<file path="config.mk">
export PLATFORM = sky130hd
export DESIGN_NAME = multi_edge_detector_flat
export DESIGN_NICKNAME = d
export VERILOG_FILES = /design/src/rtl/multi_edge_detector_if.sv /design/src/rtl/multi_edge_detector.sv /design/src/flat_wrapper.sv
export SDC_FILE = /design/constraint.sdc
export NUM_CORES = 1
export LEC_CHECK = 0
export CORE_MARGIN = 2
export CORE_UTILIZATION = 29
export DETAILED_ROUTE_END_ITERATION = 6
export HOLD_SLACK_MARGIN = 0.02
export PLACE_DENSITY_LB_ADDON = 0.1
export RECOVER_POWER = 100
export SLEW_MARGIN = 20
export SYNTH_ARGS = -nofsm -noshare
export SYNTH_HDL_FRONTEND = slang
export SYNTH_SLANG_ARGS = --single-unit
</file>
<file path="constraint.sdc">
create_clock -name i_chip_clk -period 0.8 [get_ports i_chip_clk]
set_input_delay 0.12 -clock i_chip_clk [delete_from_list [all_inputs] [get_ports i_chip_clk]]
set_output_delay 0.12 -clock i_chip_clk [all_outputs]
set_load 0.03 [all_outputs]
</file>
<file path="src/rtl/multi_edge_detector_if.sv">
// Signal bundle for multi_edge_detector: raw inputs and per-channel controls in, levels, pulses,
// pending flags and the combined interrupt out.
interface multi_edge_detector_if #(
  parameter int unsigned CHANNELS = 4
);
  logic [CHANNELS-1:0]   i_det;
  logic [2*CHANNELS-1:0] i_mode;
  logic [CHANNELS-1:0]   i_clr;
  logic [CHANNELS-1:0]   o_level;
  logic [CHANNELS-1:0]   o_edge;
  logic [CHANNELS-1:0]   o_pend;
  logic                  o_irq;

  modport master (
    output i_det, i_mode, i_clr,
    input  o_level, o_edge, o_pend, o_irq
  );

  modport slave (
    input  i_det, i_mode, i_clr,
    output o_level, o_edge, o_pend, o_irq
  );
endinterface

</file>
<file path="src/rtl/multi_edge_detector.sv">
// Multi-channel synchronised edge detector with sticky W1C pending flags and an OR'd interrupt.
// Optional debounce filter is compiled in with MULTI_EDGE_DETECTOR_FILTER_EN.
module multi_edge_detector #(
  parameter int unsigned         CHANNELS      = 4,
  parameter int unsigned         SYNC_STAGES   = 2,
  parameter int unsigned         FILTER_CYCLES = 4,
  parameter logic [CHANNELS-1:0] INIT_LEVEL    = '0
) (
  input  logic                 i_chip_clk,
  input  logic                 i_rst_n,
  multi_edge_detector_if.slave bus
);

  if (CHANNELS < 1 || SYNC_STAGES < 2 || SYNC_STAGES > 4 || FILTER_CYCLES < 1) begin : g_param_err
    $error("multi_edge_detector: illegal parameter combination");
  end

  logic [CHANNELS-1:0] sync_q [SYNC_STAGES];
  logic [CHANNELS-1:0] sync_s;
  logic [CHANNELS-1:0] level_q, level_d;
  logic [CHANNELS-1:0] edge_q, edge_d;
  logic [CHANNELS-1:0] pend_q, pend_d;

  always_ff @(posedge i_chip_clk or negedge i_rst_n) begin
    if (!i_rst_n) begin
      for (int unsigned st = 0; st < SYNC_STAGES; st++) begin
        sync_q[st] <= INIT_LEVEL;
      end
    end else begin
      sync_q[0] <= bus.i_det;
      for (int unsigned st = 1; st < SYNC_STAGES; st++) begin
        sync_q[st] <= sync_q[st-1];
      end
    end
  end

  assign sync_s = sync_q[SYNC_STAGES-1];

`ifdef MULTI_EDGE_DETECTOR_FILTER_EN
  localparam int unsigned CntW = (FILTER_CYCLES > 1) ? $clog2(FILTER_CYCLES) : 1;

  logic [CntW-1:0] cnt_q [CHANNELS];
  logic [CntW-1:0] cnt_d [CHANNELS];

  // A candidate level must persist FILTER_CYCLES consecutive cycles; any return restarts it.
  always_comb begin
    level_d = level_q;
    for (int unsigned ch = 0; ch < CHANNELS; ch++) begin
      cnt_d[ch] = '0;
      if (sync_s[ch] != level_q[ch]) begin
        if (cnt_q[ch] == CntW'(FILTER_CYCLES - 1)) begin
          level_d[ch] = sync_s[ch];
        end else begin
          cnt_d[ch] = cnt_q[ch] + CntW'(1);
        end
      end
    end
  end

  always_ff @(posedge i_chip_clk or negedge i_rst_n) begin
    if (!i_rst_n) begin
      for (int unsigned ch = 0; ch < CHANNELS; ch++) begin
        cnt_q[ch] <= '0;
      end
    end else begin
      for (int unsigned ch = 0; ch < CHANNELS; ch++) begin
        cnt_q[ch] <= cnt_d[ch];
      end
    end
  end
`else
  always_comb begin
    level_d = sync_s;
  end
`endif

  always_comb begin
    edge_d = '0;
    for (int unsigned ch = 0; ch < CHANNELS; ch++) begin
      // Mode bit 0 enables rising edges, bit 1 enables falling edges.
      if (level_d[ch] != level_q[ch]) begin
        edge_d[ch] = level_d[ch] ? bus.i_mode[2*ch] : bus.i_mode[2*ch+1];
      end
    end
    pend_d = (pend_q & ~bus.i_clr) | edge_d;
  end

  always_ff @(posedge i_chip_clk or negedge i_rst_n) begin
    if (!i_rst_n) begin
      level_q <= INIT_LEVEL;
      edge_q  <= '0;
      pend_q  <= '0;
    end else begin
      level_q <= level_d;
      edge_q  <= edge_d;
      pend_q  <= pend_d;
    end
  end

  assign bus.o_level = level_q;
  assign bus.o_edge  = edge_q;
  assign bus.o_pend  = pend_q;
  assign bus.o_irq   = |pend_q;

endmodule

</file>
<file path="src/flat_wrapper.sv">
// flat-port wrapper written by rule: the top's interface ports become plain ports
module multi_edge_detector_flat 
#(
  parameter int unsigned         CHANNELS      = 4,
  parameter int unsigned         SYNC_STAGES   = 2,
  parameter int unsigned         FILTER_CYCLES = 4,
  parameter logic [CHANNELS-1:0] INIT_LEVEL    = '0
)
  (i_chip_clk, i_rst_n, bus_i_det, bus_i_mode, bus_i_clr, bus_o_level, bus_o_edge, bus_o_pend, bus_o_irq);
  multi_edge_detector_if #(.CHANNELS(CHANNELS)) bus_i ();
  input  logic i_chip_clk;
  input  logic i_rst_n;
  input wire logic [$bits(bus_i.i_det)-1:0] bus_i_det;
  input wire logic [$bits(bus_i.i_mode)-1:0] bus_i_mode;
  input wire logic [$bits(bus_i.i_clr)-1:0] bus_i_clr;
  output wire logic [$bits(bus_i.o_level)-1:0] bus_o_level;
  output wire logic [$bits(bus_i.o_edge)-1:0] bus_o_edge;
  output wire logic [$bits(bus_i.o_pend)-1:0] bus_o_pend;
  output wire logic [$bits(bus_i.o_irq)-1:0] bus_o_irq;
  assign bus_i.i_det = bus_i_det;
  assign bus_i.i_mode = bus_i_mode;
  assign bus_i.i_clr = bus_i_clr;
  assign bus_o_level = bus_i.o_level;
  assign bus_o_edge = bus_i.o_edge;
  assign bus_o_pend = bus_i.o_pend;
  assign bus_o_irq = bus_i.o_irq;
  multi_edge_detector #(.CHANNELS(CHANNELS), .SYNC_STAGES(SYNC_STAGES), .FILTER_CYCLES(FILTER_CYCLES), .INIT_LEVEL(INIT_LEVEL)) u_core (.i_chip_clk(i_chip_clk), .i_rst_n(i_rst_n), .bus(bus_i));
endmodule
</file>
# After elaboration in Yosys (flattened, before gate mapping)
# Index checks and enable logic that the tools add are counted.
dict set report totals {
  regBits 20
  in_bits 18
  output_inout_bits 13
  elab_cells 21
}
dict set report classes {
  n_eq_ne 4
  n_mux 8
  bitwise_logic 3
  n_reduce_logical 1
}
# op n
set ops {}
lappend ops {{2-to-1 mux 1 bit} 8}
lappend ops {{AND 4 bit} 1}
lappend ops {{!= test 1 bit} 4}
lappend ops {{inverter 4 bit} 1}
lappend ops {{OR 4 bit} 1}
lappend ops {{OR reduction 4 bit} 1}

# Logic depth before layout (Yosys ltp)
dict set report depth {
  depth_word 3
  ltp_mapped 2
  ltp_nobuf 2
}

# Least setup slack after synthesis
# No wires, ideal clock.
dict set report synth_path {
  path_kind {reg-to-output}
  start {register u_core.pend_q[3], in the netlist u_core.bus.o_pend[3]}
  end {output bus_o_irq}
  t_arrival_ns 0.894
  setup_slack_ns -0.214
  stages_incl_launch_ff 3
  path_cell_list {dfrtp_1 inv_1 nand4_1}
}
dict set report synth_via {
  elab_chain_len 1
}
# element line_no
set synth_lines {}
lappend synth_lines {{start: declaration} multi_edge_detector.sv:22} ;# logic [CHANNELS-1:0] pend_q, pend_d;
lappend synth_lines {{start signal: assignment} multi_edge_detector.sv:96} ;# pend_q <= pend_d;
lappend synth_lines {{OR reduction 4 bit} multi_edge_detector.sv:103} ;# assign bus.o_irq = |pend_q;
lappend synth_lines {{end: declaration} flat_wrapper.sv:19} ;# output wire logic [$bits(bus_i.o_irq)-1:0] bus_o_irq;
# No other way between the ends.

# Worst setup path in the final report
dict set report layout_path {
  start {register u_core.pend_q[1], in the netlist u_core.bus.o_pend[1]}
  end {output bus_o_irq}
}
# The elaborated chain is that of the path after synthesis.

==> results.toml <==
[outcome]
outcome = "finished with violations"
violations = "negative setup slack"

[floorplanning]
rows = 16
fp.coreArea_sq_um = 2000
io_pins = 31
die_height_um = 50.3
dieArea_sq_um = 2530
die_w_um = 50.3
initial_core_util_pct = 31.1

[clock_tree]
path_clk_slew_ns = 0.11
htreeDepth = 1
cts-root-buf = "clkbuf_4"
cts_buffers = 3
holdBufCountCts = 0
clock_latency_ns = 0.29
clk_path_buf_depth = 2
cts_tree = "yes"
clock_sinks = 20

[grt]
grt_max_degree = 21
grt_use_total_pct = 11.4
grt_first_pass_wirelength_um = 2080
overflow = 0
antenna_found_initial = 0
grt_pass1_vias = 475

[finish]
area_delta_synth_final_pct = 85.1
drive_gt1_share_pct = 52.3
stdcell_area_sq_um = 1150
final_nets = 107
antenna_cells = 0
fillers = 171
final_common_cell = "buf_6"
mostFrequentLayoutCells = "17 x buf_6, 12 x clkdlybuf4s50_1, 12 x dfrtp_1"
fin_util_pct = 57.5

[synth]
syn_nets = 59
synth_cells = 41
synth_cell_types = 7
synth_area_leaders = "dfrtp_1 80%, o221ai_1 5.6%, nand3b_1 4.8%, o21ai_0 3.2%, inv_1 2.4%"
syn-cell-area_sq_um = 622
ys_warn_count = 0
netlist.area_leader.share_pct = 80.5
ys_seq_area_share_pct = 80.5
synth-seq-cells = 20
synth_top_area_cell = "dfrtp_1"
avgSynthCellArea_sq_um = 15.2

[pwr]
pwr-share-seq_pct = 51.3
p_clk_share_pct = 25.7
p_int_mw = 1.64
p_switching_mw = 0.555
irDropWorstVdd_mv = 1.04
power_density_nw_per_um2 = 1910
p_total_mw = 2.19
sw_frac_of_total_pct = 25.3
power_leakage_nw = 0.514
p_comb_share_pct = 22.9

[sta]
fin_crit_sh_pct = 145
grt_setup_unrepaired = "yes"
fin_crit_ns = 1.16
worstMarginPinSlew_ns = 0.474
fin_ws_ns = -0.358
fmax_ghz = 0.864
hold_viol = 0
slew_headroom_pct = 68.4
setup_viol = 18
skew_ns = 0.00307
finalMaxSlewViolations = 0

[worst_setup_path]
start_kind = "register"
cp.required_ns = 0.68
end_kind = "primary output"
cp_slowest_cell = "dfrtp_2"
path_cells = "inv_2 -> nand4_1 -> buf_6"
critPathTopFamily = "flip-flops"
worstPathArrival_ns = 1.04
critPathMaxFanout = 2
critical_path_class = "reg -> out"
crit_buf_inv = 2
max_stage_delay_ns = 0.44

[routing]
drtAntennaViolNets = 0
drt_iter0_drc = 0
drt-pass1-iter-count = 1
wl_per_cell_um = 11.6
num_vias = 505
finalWirelength_um = 1330
via_per_inst = 4.39
drc = 0

[worst_hold_path]
hold_class = "in -> async"

[job]
cap_viol_max_count = 0

[placement]
port-buffer-count = 30
place_hpwl_um = 912
placed_cell_area_sq_um = 998
gp_congestion = 0.704
[cells in the mapped netlist, drive strengths merged]
cell type / n
inv: 4
o21ai: 4
o221ai: 4
nand3b: 4
nand2: 4
dfrtp: 20
nand4: 1
[worst register-to-register path, cell delays in order, from the launching register on]
cell	delay, ns
dfrtp_2	0.38
inv_2	0.04
buf_4	0.12
buf_6	0.10
buf_4	0.12
o221ai_2	0.16
[what timing repair did]
item                                    CTS  global route
resized for setup                        20             5
cloned                                    0             0
endpoints found under the hold margin     0             0
setup buffers                             6             2
pin swaps                                 3             1
endpoints found under the setup margin   16            20
[layout make-up]
type / instances / area [sq um] / share of cell area, %
Clock buffer: 4 / 36.3 / 3.15
Inverter: 4 / 15.0 / 1.30
Multi-Input combinational cell: 17 / 129 / 11.2
Sequential cell: 20 / 510 / 44.3
Tap cell: 27 / 33.8 / 2.93
Timing Repair Buffer: 43 / 427 / 37.1
[path summary, 6_finish.rpt]
check / from / endpoint / slack [ns] / depth (start not counted)
setup reg to reg: u_core.bus.o_pend[0] / u_core.bus.o_pend[0] / -0.20 / 5
hold reg to reg: u_core.sync_q[7] / u_core.level_d[3] / 0.36 / 0
hold / removal: i_rst_n / u_core.bus.o_edge[0] / 0.29 / 2
min in group i_chip_clk: u_core.sync_q[7] / u_core.level_d[3] / 0.36 / 0
setup / recovery: u_core.bus.o_pend[1] / bus_o_irq / -0.36 / 3
max in group asynchronous: i_rst_n / u_core.bus.o_level[2] / 0.16 / 2
[layer usage]
layer  global-route usage [%]  vias up  wire length (um)
met5                        0        -                 0
met4                     6.76        0                34
met3                     4.17        4               123
met2                     16.4       23               668
met1                     14.5      238               504
li1                         -      240                 -
[through the flow]
stage / std cells / hold WS (ns) / setup slack (ns) / TNS (ns)
2_1_floorplan: 41 / -0.176 / -0.166 / -0.206
3_3_place_gp: 105 / 0.334 / -0.121 / -0.694
6_report: 115 / 0.294 / -0.358 / -3.10
4_1_cts: 113 / 0.137 / -0.370 / -3.18
5_1_grt: 115 / 0.326 / -0.433 / -3.96
3_5_place_dp: 105 / 0.335 / -0.152 / -0.788
[power groups by stage]
stage	sequential, mW	clock, mW	combinational, mW
5_1_grt	1.14	0.646	0.535
6_report	1.13	0.564	0.504
3_5_place_dp	1.14	0	0.414
4_1_cts	1.13	0.602	0.492
3_3_place_gp	1.14	0	0.413
2_1_floorplan	1.23	0	0.0605
[sequential cells by signal, indices dropped and copies added, names as in the netlist]
signal	cells
u_core.sync_q	4
u_core.level_d	4
u_core.bus.o_level	4
u_core.bus.o_pend	4
u_core.bus.o_edge	4
[cells by family after synthesis]
group / after synthesis / share of synthesized area [%]
DFF: 20 / 80.5
and+or+nand+nor: 9 / 8.25
AOI/OAI and AO/OA: 8 / 8.85
buffers and inverters: 4 / 2.41
No activity file was read; power rests on OpenSTA's default activity.
